## src/rtl/datapath_micro.sv

```systemverilog
// datapath_micro: 8-bit execution datapath driven by the decoded control word.
// Contains an 8-entry register file, operand-B mux, ALU, a synchronized input
// port and four registered output ports.
// Optional build macro: DATAPATH_CARRY_EN
//   defined   -> carry register cy; Sel_op 110 = ADC, 111 = SBB (no shifts)
//   undefined -> Sel_op 110 = SHL, 111 = SHR
module datapath_micro #(
    parameter int NREG             = 8,
    parameter int PORT_SYNC_STAGES = 2
) (
    input  logic        clk,
    input  logic        rst,
    input  logic [2:0]  Sel_op,
    input  logic [5:0]  Sel_reg,
    input  logic        W,
    input  logic [1:0]  Sel_outbus,
    input  logic [2:0]  Sel_DW,
    input  logic [7:0]  i_inmediato,
    input  logic [7:0]  i_port_in,
    output logic [7:0]  Rx,
    output logic [2:0]  Ban,
    output logic [7:0]  o_bus,
    output logic [31:0] o_puertos
);

    logic [7:0] regs   [NREG];
    logic [7:0] sync_q [PORT_SYNC_STAGES];
    logic [7:0] op_a;
    logic [7:0] op_b;
    logic [7:0] result;
    logic       carry;
    // bit 8 carries C/borrow; bits 7:0 are the result
    logic [8:0] wide;

`ifdef DATAPATH_CARRY_EN
    logic       cy;
`endif

    // operand selection; reads see pre-write register contents
    always_comb begin
        op_a = regs[Sel_reg[5:3]];
        op_b = 8'h00;
        case (Sel_outbus)
            2'b00:   op_b = regs[Sel_reg[2:0]];
            2'b01:   op_b = i_inmediato;
            2'b10:   op_b = sync_q[PORT_SYNC_STAGES-1];
            default: op_b = 8'h00;
        endcase
    end

    // ALU: every op is folded into a 9-bit word so C is always wide[8]
    always_comb begin
        wide = 9'h000;
        case (Sel_op)
            3'b000: wide = {1'b0, op_a} + {1'b0, op_b};
            3'b001: wide = {1'b0, op_a} - {1'b0, op_b};
            3'b010: wide = {1'b0, op_a & op_b};
            3'b011: wide = {1'b0, op_a | op_b};
            3'b100: wide = {1'b0, op_a ^ op_b};
            3'b101: wide = {1'b0, op_b};
`ifdef DATAPATH_CARRY_EN
            3'b110: wide = {1'b0, op_a} + {1'b0, op_b} + {8'h00, cy};
            default: wide = {1'b0, op_a} - {1'b0, op_b} - {8'h00, cy};
`else
            3'b110: wide = {op_a, 1'b0};
            default: wide = {op_a[0], 1'b0, op_a[7:1]};
`endif
        endcase
        result = wide[7:0];
        carry  = wide[8];
    end

    // outputs back to the control unit and observation bus
    always_comb begin
        Rx    = op_a;
        o_bus = result;
        Ban   = {carry, (result == 8'h00), result[7]};
    end

    // register file write-back
    always_ff @(posedge clk or posedge rst) begin
        if (rst) begin
            for (int i = 0; i < NREG; i++) regs[i] <= 8'h00;
        end else if (W) begin
            regs[Sel_reg[5:3]] <= result;
        end
    end

    // input port synchronizer chain
    always_ff @(posedge clk or posedge rst) begin
        if (rst) begin
            for (int i = 0; i < PORT_SYNC_STAGES; i++) sync_q[i] <= 8'h00;
        end else begin
            sync_q[0] <= i_port_in;
            for (int i = 1; i < PORT_SYNC_STAGES; i++) sync_q[i] <= sync_q[i-1];
        end
    end

    // output ports capture operand A (old value even if it is being written)
    always_ff @(posedge clk or posedge rst) begin
        if (rst) begin
            o_puertos <= 32'h0000_0000;
        end else if (Sel_DW[2]) begin
            case (Sel_DW[1:0])
                2'd0:    o_puertos[7:0]   <= op_a;
                2'd1:    o_puertos[15:8]  <= op_a;
                2'd2:    o_puertos[23:16] <= op_a;
                default: o_puertos[31:24] <= op_a;
            endcase
        end
    end

`ifdef DATAPATH_CARRY_EN
    // carry register follows C whenever a result is written back
    always_ff @(posedge clk or posedge rst) begin
        if (rst)    cy <= 1'b0;
        else if (W) cy <= carry;
    end
`endif

endmodule

```

## config.mk

```make
export PLATFORM = sky130hd
export DESIGN_NAME = datapath_micro
export DESIGN_NICKNAME = d
export VERILOG_FILES = /design/src/rtl/datapath_micro.sv
export SDC_FILE = /design/constraint.sdc
export NUM_CORES = 1
export LEC_CHECK = 0
export ABC_AREA = 0
export CAP_MARGIN = 20
export CORE_ASPECT_RATIO = 0.6
export CORE_MARGIN = 1.5
export CORE_UTILIZATION = 40
export CTS_CLUSTER_DIAMETER = 200
export DETAILED_ROUTE_END_ITERATION = 6
export GPL_TIMING_DRIVEN = 0
export PLACE_DENSITY = 0.63
export SYNTH_ARGS = -nofsm -noshare
export SYNTH_HDL_FRONTEND = slang
export SYNTH_SLANG_ARGS = --single-unit
```

## constraint.sdc

```tcl
create_clock -name clk -period 8.13 [get_ports clk]
set_clock_uncertainty 0.15 [all_clocks]
set_input_delay 1.626 -clock clk [delete_from_list [all_inputs] [get_ports clk]]
set_output_delay 1.626 -clock clk [all_outputs]
set_load 0.02 [all_outputs]
```

==> summary.md, run 1 <==
| Metric | Value |
|---|---|
| CTS Buf Count | `9` |
| Hold slack final | `roughly 0.2 ns` |
| Register area share after synthesis | `0.4246` |
| DRT antenna net count | `0` |
| Slowest cell on crit path | `clkdlybuf4s50_1` |
| Fin. Hold Viols | `0` |
| Syn nets | `744` |
| Num ports | `84` |
| Cell accounting for the most synthesized area | `dfrtp_1` |
| P&R area growth vs syn | `22.44%` |
| Max_cap viols | `0` |
| Register area | `0.002803 mm²` |
| Crit path buffers/inverters | `6` |
| Core Box Area | `0.01617 mm²` |
| Tcrit/Tclk final | `0.9801` |
| Mean Syn Cell Area | `9.651 µm²` |
| Hold Path Class | `reg2reg` |
| Die Height | `102.5 µm` |
| Netlist cell types | `roughly 80` |
| Setup violators final | `0` |
| Routability Congestion | `0.9447` |
| Crit Path Class | `in2out` |
| # diodes | `0` |
| Starting Density | `0.4082` |
| Synthesis Warnings | `0` |
| First-pass GRT wire length | `33.62 mm` |
| Crit start category | `primary input` |
| Reg-to-reg startpoint | `regs[10]` |
| Net total in the final layout | `~840` |
| Number of core rows | `36` |
| Pwr dens | `281.3 mW/mm²` |
| EDFF count, synth | `0` |
| FFs w/ async S/R, synth | `1.000` |
| Largest net degree at the start of global routing | `60` |
| Clk slew on worst S/H paths | `0.08 ns` |
| Critical Path Fanout Max | `10` |
| Die width | `168.8 µm` |
| Setup tns final | `0 ns` |
| Hold Path End | `sync_q[4]` |
| Worst hold path depth | `0` |
| Placed Instances | `a little under 1000` |
| Initial DRT Pass Iterations | `6` |
| Crit-path max cell delay | `0.63 ns` |
| Fin cells | `991` |
| R2R setup slack | `3.88 ns` |
| WP data arrival | `about 6.2 ns` |
| H-tree Lvls | `3` |
| Sink Count | `112` |
| Tot GR Track Use | `0.2652` |
| Initial antenna violation count | `0` |
| Worst-Margin Slew | `about 1.0 ns` |
| CP required | `approximately 6.4 ns` |
| Status | `complete, no violations` |
| Detailed-route wire length | `22.04 mm` |
| Clock Tree Buf Depth | `2` |
| Yosys reg bits | `about 110` |
| Post-detail-place hpwl | `around 17 mm` |
| Routed vias | `around 6000` |
| Vias in the first global route | `5620` |
| CP cell instances | `clkdlybuf4s50_1, clkbuf_4, buf_2, nand3b_1, a21oi_1, a211oi_4, ha_1, inv_1, fa_2, a211oi_4, o21bai_1, o41a_1, o211a_1, a311o_2, inv_1, clkdlybuf4s50_1` |
| Synth Instances | `684` |
| Setup repair after global routing missed its margin | `no` |
| Static Leak | `3.519 nW` |
| Tot Pwr | `~2.3 mW` |
| Reg2reg end | `regs[13]` |
| Worst Hold Launch | `sync_q[12]` |
| Fmax | `125.5 MHz` |
| Cell area after synthesis | `between 0.006 and 0.007 mm²` |
| Multi-input gate area | `0.003527 mm²` |
| Remaining Overflow, GRT | `0` |
| Tmin final | `7.968 ns` |
| CTS tree | `built` |
| Root Buffer | `clkbuf_16` |
| Die area | `roughly 0.017 mm²` |
| Hold_buf cts | `0` |
| Path depth of the worst reg2reg path | `13` |
| Fill count | `roughly 1500` |
| Critical Path End Type | `primary output` |
| Fin. max-slew vios | `0` |
| Slew HR | `0.2979` |
| Layout cell share with drive strength beyond 1 | `0.1189` |
| Post-synth top area share | `0.4246` |
| DR vias/cell | `approximately 6.0` |
| Port Buffers | `78` |
| VDD IR max | `109.2 µV` |
| Family with the most delay on the worst path | `buffers and inverters` |
| Worst-skew pair later-pin latency | `approximately 0.36 ns` |
| Top cells by area, synth | `dfrtp_1 42%, mux2i_1 6.1%, nand2_1 5.4%` |
| Post-synth top flop | `dfrtp_1` |
| # DRC | `0` |
| Drt initial violations | `656` |
| WL per Instance | `22.24 µm` |
layout make-up:
cell class,count,area share
buffer,38,0.02694
clock buffer,9,0.02786
clock inverter,6,0.007895
inverter,33,0.01563
multi-input combinational,499,0.4364
sequential,112,0.3467
tap,209,0.03235
timing repair buffer,85,0.1062
worst max path at each step:
stage	slack [ns]	end	cells after the start	start
2_1_floorplan	1.07	Ban[1]	21	Sel_reg[1]
3_3_place_gp	-0.86	Ban[1]	17	Sel_reg[4]
3_5_place_dp	-0.88	Ban[1]	17	Sel_reg[4]
4_1_cts	0.005	o_bus[7]	20	Sel_outbus[1]
5_1_grt	0.01	o_bus[7]	18	Sel_reg[1]
6_report	0.16	o_bus[6]	16	Sel_reg[4]
routing by layer:
| metal | up-vias | global-route usage | wire (µm) |
|---|---|---|---|
| met5 | - | 0 | 0 |
| met4 | 0 | 0.05632 | 320 |
| met3 | 32 | 0.07063 | 2540 |
| met2 | 320 | 0.3554 | 8577 |
| met1 | 2966 | 0.4180 | 10600 |
| li1 | 2626 | - | - |
where the power goes:
part	internal, mW	leakage (nW)	switching (mW)	total, mW
combinational	0.430	2.00	0.580	1.01
clock	0.216	0.139	0.228	0.444
sequential	0.704	1.38	0.116	0.819
total	1.35	3.52	0.924	2.27
through the flow:
stage | area, µm² | util | setup WS, ns
3_5_place_dp | 7674 | 0.4745 | -0.8846
3_3_place_gp | 7644 | 0.4727 | -0.8637
2_1_floorplan | 6601 | - | 1.072
5_1_grt | 8083 | 0.4998 | 0.01419
4_1_cts | 8021 | 0.4961 | 0.005018
6_report | 8083 | 0.4998 | 0.1620
cells by family (layout without fill, tap and decap cells):
kind of cell,Yosys count,after routing,synth area share
and+or+nand+nor,212,212,0.1477
muxes,61,61,0.1190
DFF,112,112,0.4246
xor gates and xnor gates,9,9,0.01194
AOI/OAI and AO/OA,190,190,0.1922
adders and majority gates,27,27,0.05231
buffers and inverters,73,171,0.05231
sequential cells by signal, indices dropped and copies added (netlist names):
signal and cells:
regs 64, sync_q 16, o_puertos 32
Yosys cell counts (12+ instances only):
cell type  number
o21ai_1        12
dfrtp_1       112
nand2_1        95
nor2_1         48
a21oi_1        43
mux2i_1        40
inv_1          29
o21ai_0        64
clkbuf_1       23
ha_1           26
mux4_2         12
nand3_1        13
repair_timing:
| action | CTS | global route |
|---|---|---|
| pin swaps | 3 | 0 |
| gates resized for setup | 12 | 14 |
| setup buffers | 2 | 4 |
| endpoints found under the setup margin | 7 | 6 |
layout by cell type (no fill, tap or decap), drive strengths merged, types with 11 or more instances in the layout:
cell	instances
inv	35
clkbuf	34
a22oi	11
clkdlybuf4s50	73
buf	20
dfrtp	112
mux4	12
mux2i	42
ha	26
nand3	13
nand2	95
o21ai	77
a21oi	46
nor2	49
nor2b	11
Note: power is estimated with default switching activity, not from simulation.
==> run 2, diff against run 1 <==
==> constraint.sdc (replaced) <==
create_clock -name clk -period 8.3 [get_ports clk]
set_clock_uncertainty 0.15 [all_clocks]
set_input_delay 1.66 -clock clk [delete_from_list [all_inputs] [get_ports clk]]
set_output_delay 1.66 -clock clk [all_outputs]
set_load 0.02 [all_outputs]
==> summary.md, run 2 (synthesized netlist as in run 1, its figures left out) <==
| Metric | Value |
|---|---|
| Top flop regs | `regs: 64 flops, o_puertos: 32 flops, sync_q: 16 flops` |
| Largest reg by FF count | `regs` |
| Net total in the final layout | `~840` |
| Initial antenna violation count | `0` |
| Num ports | `84` |
| Most frequent cells in the layout | `112 x dfrtp_1, 95 x nand2_1, 74 x clkdlybuf4s50_1` |
| Starting Density | `0.4082` |
| Commonest non-fill, non-tap cell in the layout | `dfrtp_1` |
| Slew HR | `0.3359` |
| Crit start category | `primary input` |
| Cell Area, Placed | `0.007674 mm²` |
| Post-detail-place hpwl | `about 17 mm` |
| Crit Path Class | `in2out` |
| Root Buffer | `clkbuf_16` |
| Fin. Hold Viols | `0` |
| Tot Pwr | `2.221 mW` |
| Fmax | `122.6 MHz` |
| # DRC | `0` |
| WL per Instance | `22.39 µm` |
| Critical Path Fanout Max | `10` |
| Hold Path Class | `reg2reg` |
| CP required | `6.49 ns` |
| Crit-path max cell delay | `approximately 0.64 ns` |
| Multi-input gate area | `~0.0035 mm²` |
| Die width | `168.8 µm` |
| Pwr dens | `275.2 mW/mm²` |
| Routed vias | `5915` |
| Initial DRT Pass Iterations | `5` |
| Fill count | `1478` |
| Static Leak | `3.514 nW` |
| Critical Path End Type | `primary output` |
| Tmin final | `8.159 ns` |
| Fin. max-slew vios | `0` |
| WP data arrival | `between 6 and 7 ns` |
| Core Box Area | `between 0.015 and 0.02 mm²` |
| # diodes | `0` |
| Register area | `between 0.002 and 0.003 mm²` |
| Tot GR Track Use | `0.2652` |
| Port Buffers | `between 70 and 80` |
| Drt initial violations | `606` |
| Clk slew on worst S/H paths | `0.08 ns` |
| Max FFs per register | `64` |
| Die area | `0.01731 mm²` |
| Setup violators final | `0` |
| Clock Tree Buf Depth | `2` |
| Max_cap viols | `0` |
| Vias in the first global route | `5625` |
| CTS Buf Count | `9` |
| Routability Congestion | `roughly 0.94` |
| CP cell instances | `clkdlybuf4s50_1, clkbuf_4, buf_2, nand3b_1, a21oi_1, a211oi_4, ha_1, inv_1, fa_1, a211oi_4, o21bai_1, o41a_1, o211a_1, a311o_2, inv_1, clkdlybuf4s50_1` |
| Tcrit/Tclk final | `0.9830` |
| Final instance area | `0.008071 mm²` |
| Status | `complete, no violations` |
| Setup tns final | `0 ns` |
| Detailed-route wire length | `22.16 mm` |
| Die Height | `102.5 µm` |
| Setup repair after global routing missed its margin | `no` |
| DRT antenna net count | `0` |
| First-pass GRT wire length | `33.63 mm` |
| P&R area growth vs syn | `22.27%` |
| Core Util, Final | `0.4991` |
| Slowest cell on crit path | `clkdlybuf4s50_1` |
| Sink Count | `112` |
| Number of core rows | `36` |
| Layout cell share with drive strength beyond 1 | `0.1165` |
| Remaining Overflow, GRT | `0` |
| CTS tree | `built` |
| Largest net degree at the start of global routing | `60` |
| H-tree Lvls | `3` |
| Worst-skew pair later-pin latency | `between 0.3 and 0.4 ns` |
| DR vias/cell | `5.975` |
| Worst-Margin Slew | `0.9886 ns` |
| VDD IR max | `105.9 µV` |
[run 2: cell types whose count changed in the layout (fill, tap and decap cells not counted), sizes merged]
cell           change
dlygate4sd2        -1
buf                -1
clkdlybuf4s50      +1
[run 2: area by class of cell]
type                            count  area share
Buffer                             39     0.02837
Timing Repair Buffer               83      0.1046
Sequential cell                   112      0.3472
Multi-Input combinational cell    499      0.4359
Inverter                           33     0.01566
Clock inverter                      6    0.007906
Clock buffer                        9     0.02790
Tap cell                          209     0.03240
[run 2: through the flow]
| stage | instances | hold WS, ns | setup slack, ns |
|---|---|---|---|
| final | 990 | 0.2012 | 0.1413 |
| after detailed placement | 972 | 0.1918 | -0.7826 |
| after CTS | 989 | 0.2074 | 0.02712 |
| after global placement | 971 | 0.1866 | -0.7617 |
| after floorplan | 684 | 0.1812 | 1.174 |
| after global routing | 990 | 0.2107 | 0.02523 |
[run 2: worst paths after layout]
kind / cells after the start / endpoint / start / slack (ns)
setup / recovery: 16 / o_bus[6] / Sel_reg[4] / 0.14
hold / removal: 0 / sync_q[4] / sync_q[12] / 0.20
setup reg to reg: 13 / regs[13] / regs[26] / 4.06
hold reg to reg: 0 / sync_q[4] / sync_q[12] / 0.20
max in group asynchronous: 3 / regs[17] / rst / 5.63
min in group asynchronous: 2 / o_puertos[12] / rst / 1.61
[run 2: worst max-delay path, delay by kind of cell]
family          cells  cell delay, ns
fa+ha+maj           2            0.68
compound gates      7            1.84
buf+inv             6            2.01
simple gates        1            0.14
[run 2: metal layers]
metal	track usage	wire [µm]	part of all wire	vias up
li1	-	-	-	2628
met1	0.4180	10890	0.49	2936
met2	0.3554	8553	0.39	323
met3	0.07063	2435	0.11	28
met4	0.05632	288	0.013	0
met5	0	0	0	-
[run 2: power breakdown]
group / total [mW] / internal, mW / switching [mW] / leakage (nW)
Combinational: 0.985 / 0.417 / 0.569 / 1.99
Sequential: 0.803 / 0.689 / 0.113 / 1.38
Clock: 0.433 / 0.211 / 0.222 / 0.139
Total: 2.22 / 1.32 / 0.904 / 3.51
[run 2: repair_timing]
action	4_1_cts	5_1_grt
hold buffers	0	0
buffers inserted	2	2
pin swaps	3	0
resized for setup	6	18
endpoints found under the setup margin	6	6
endpoints found under the hold margin	0	0
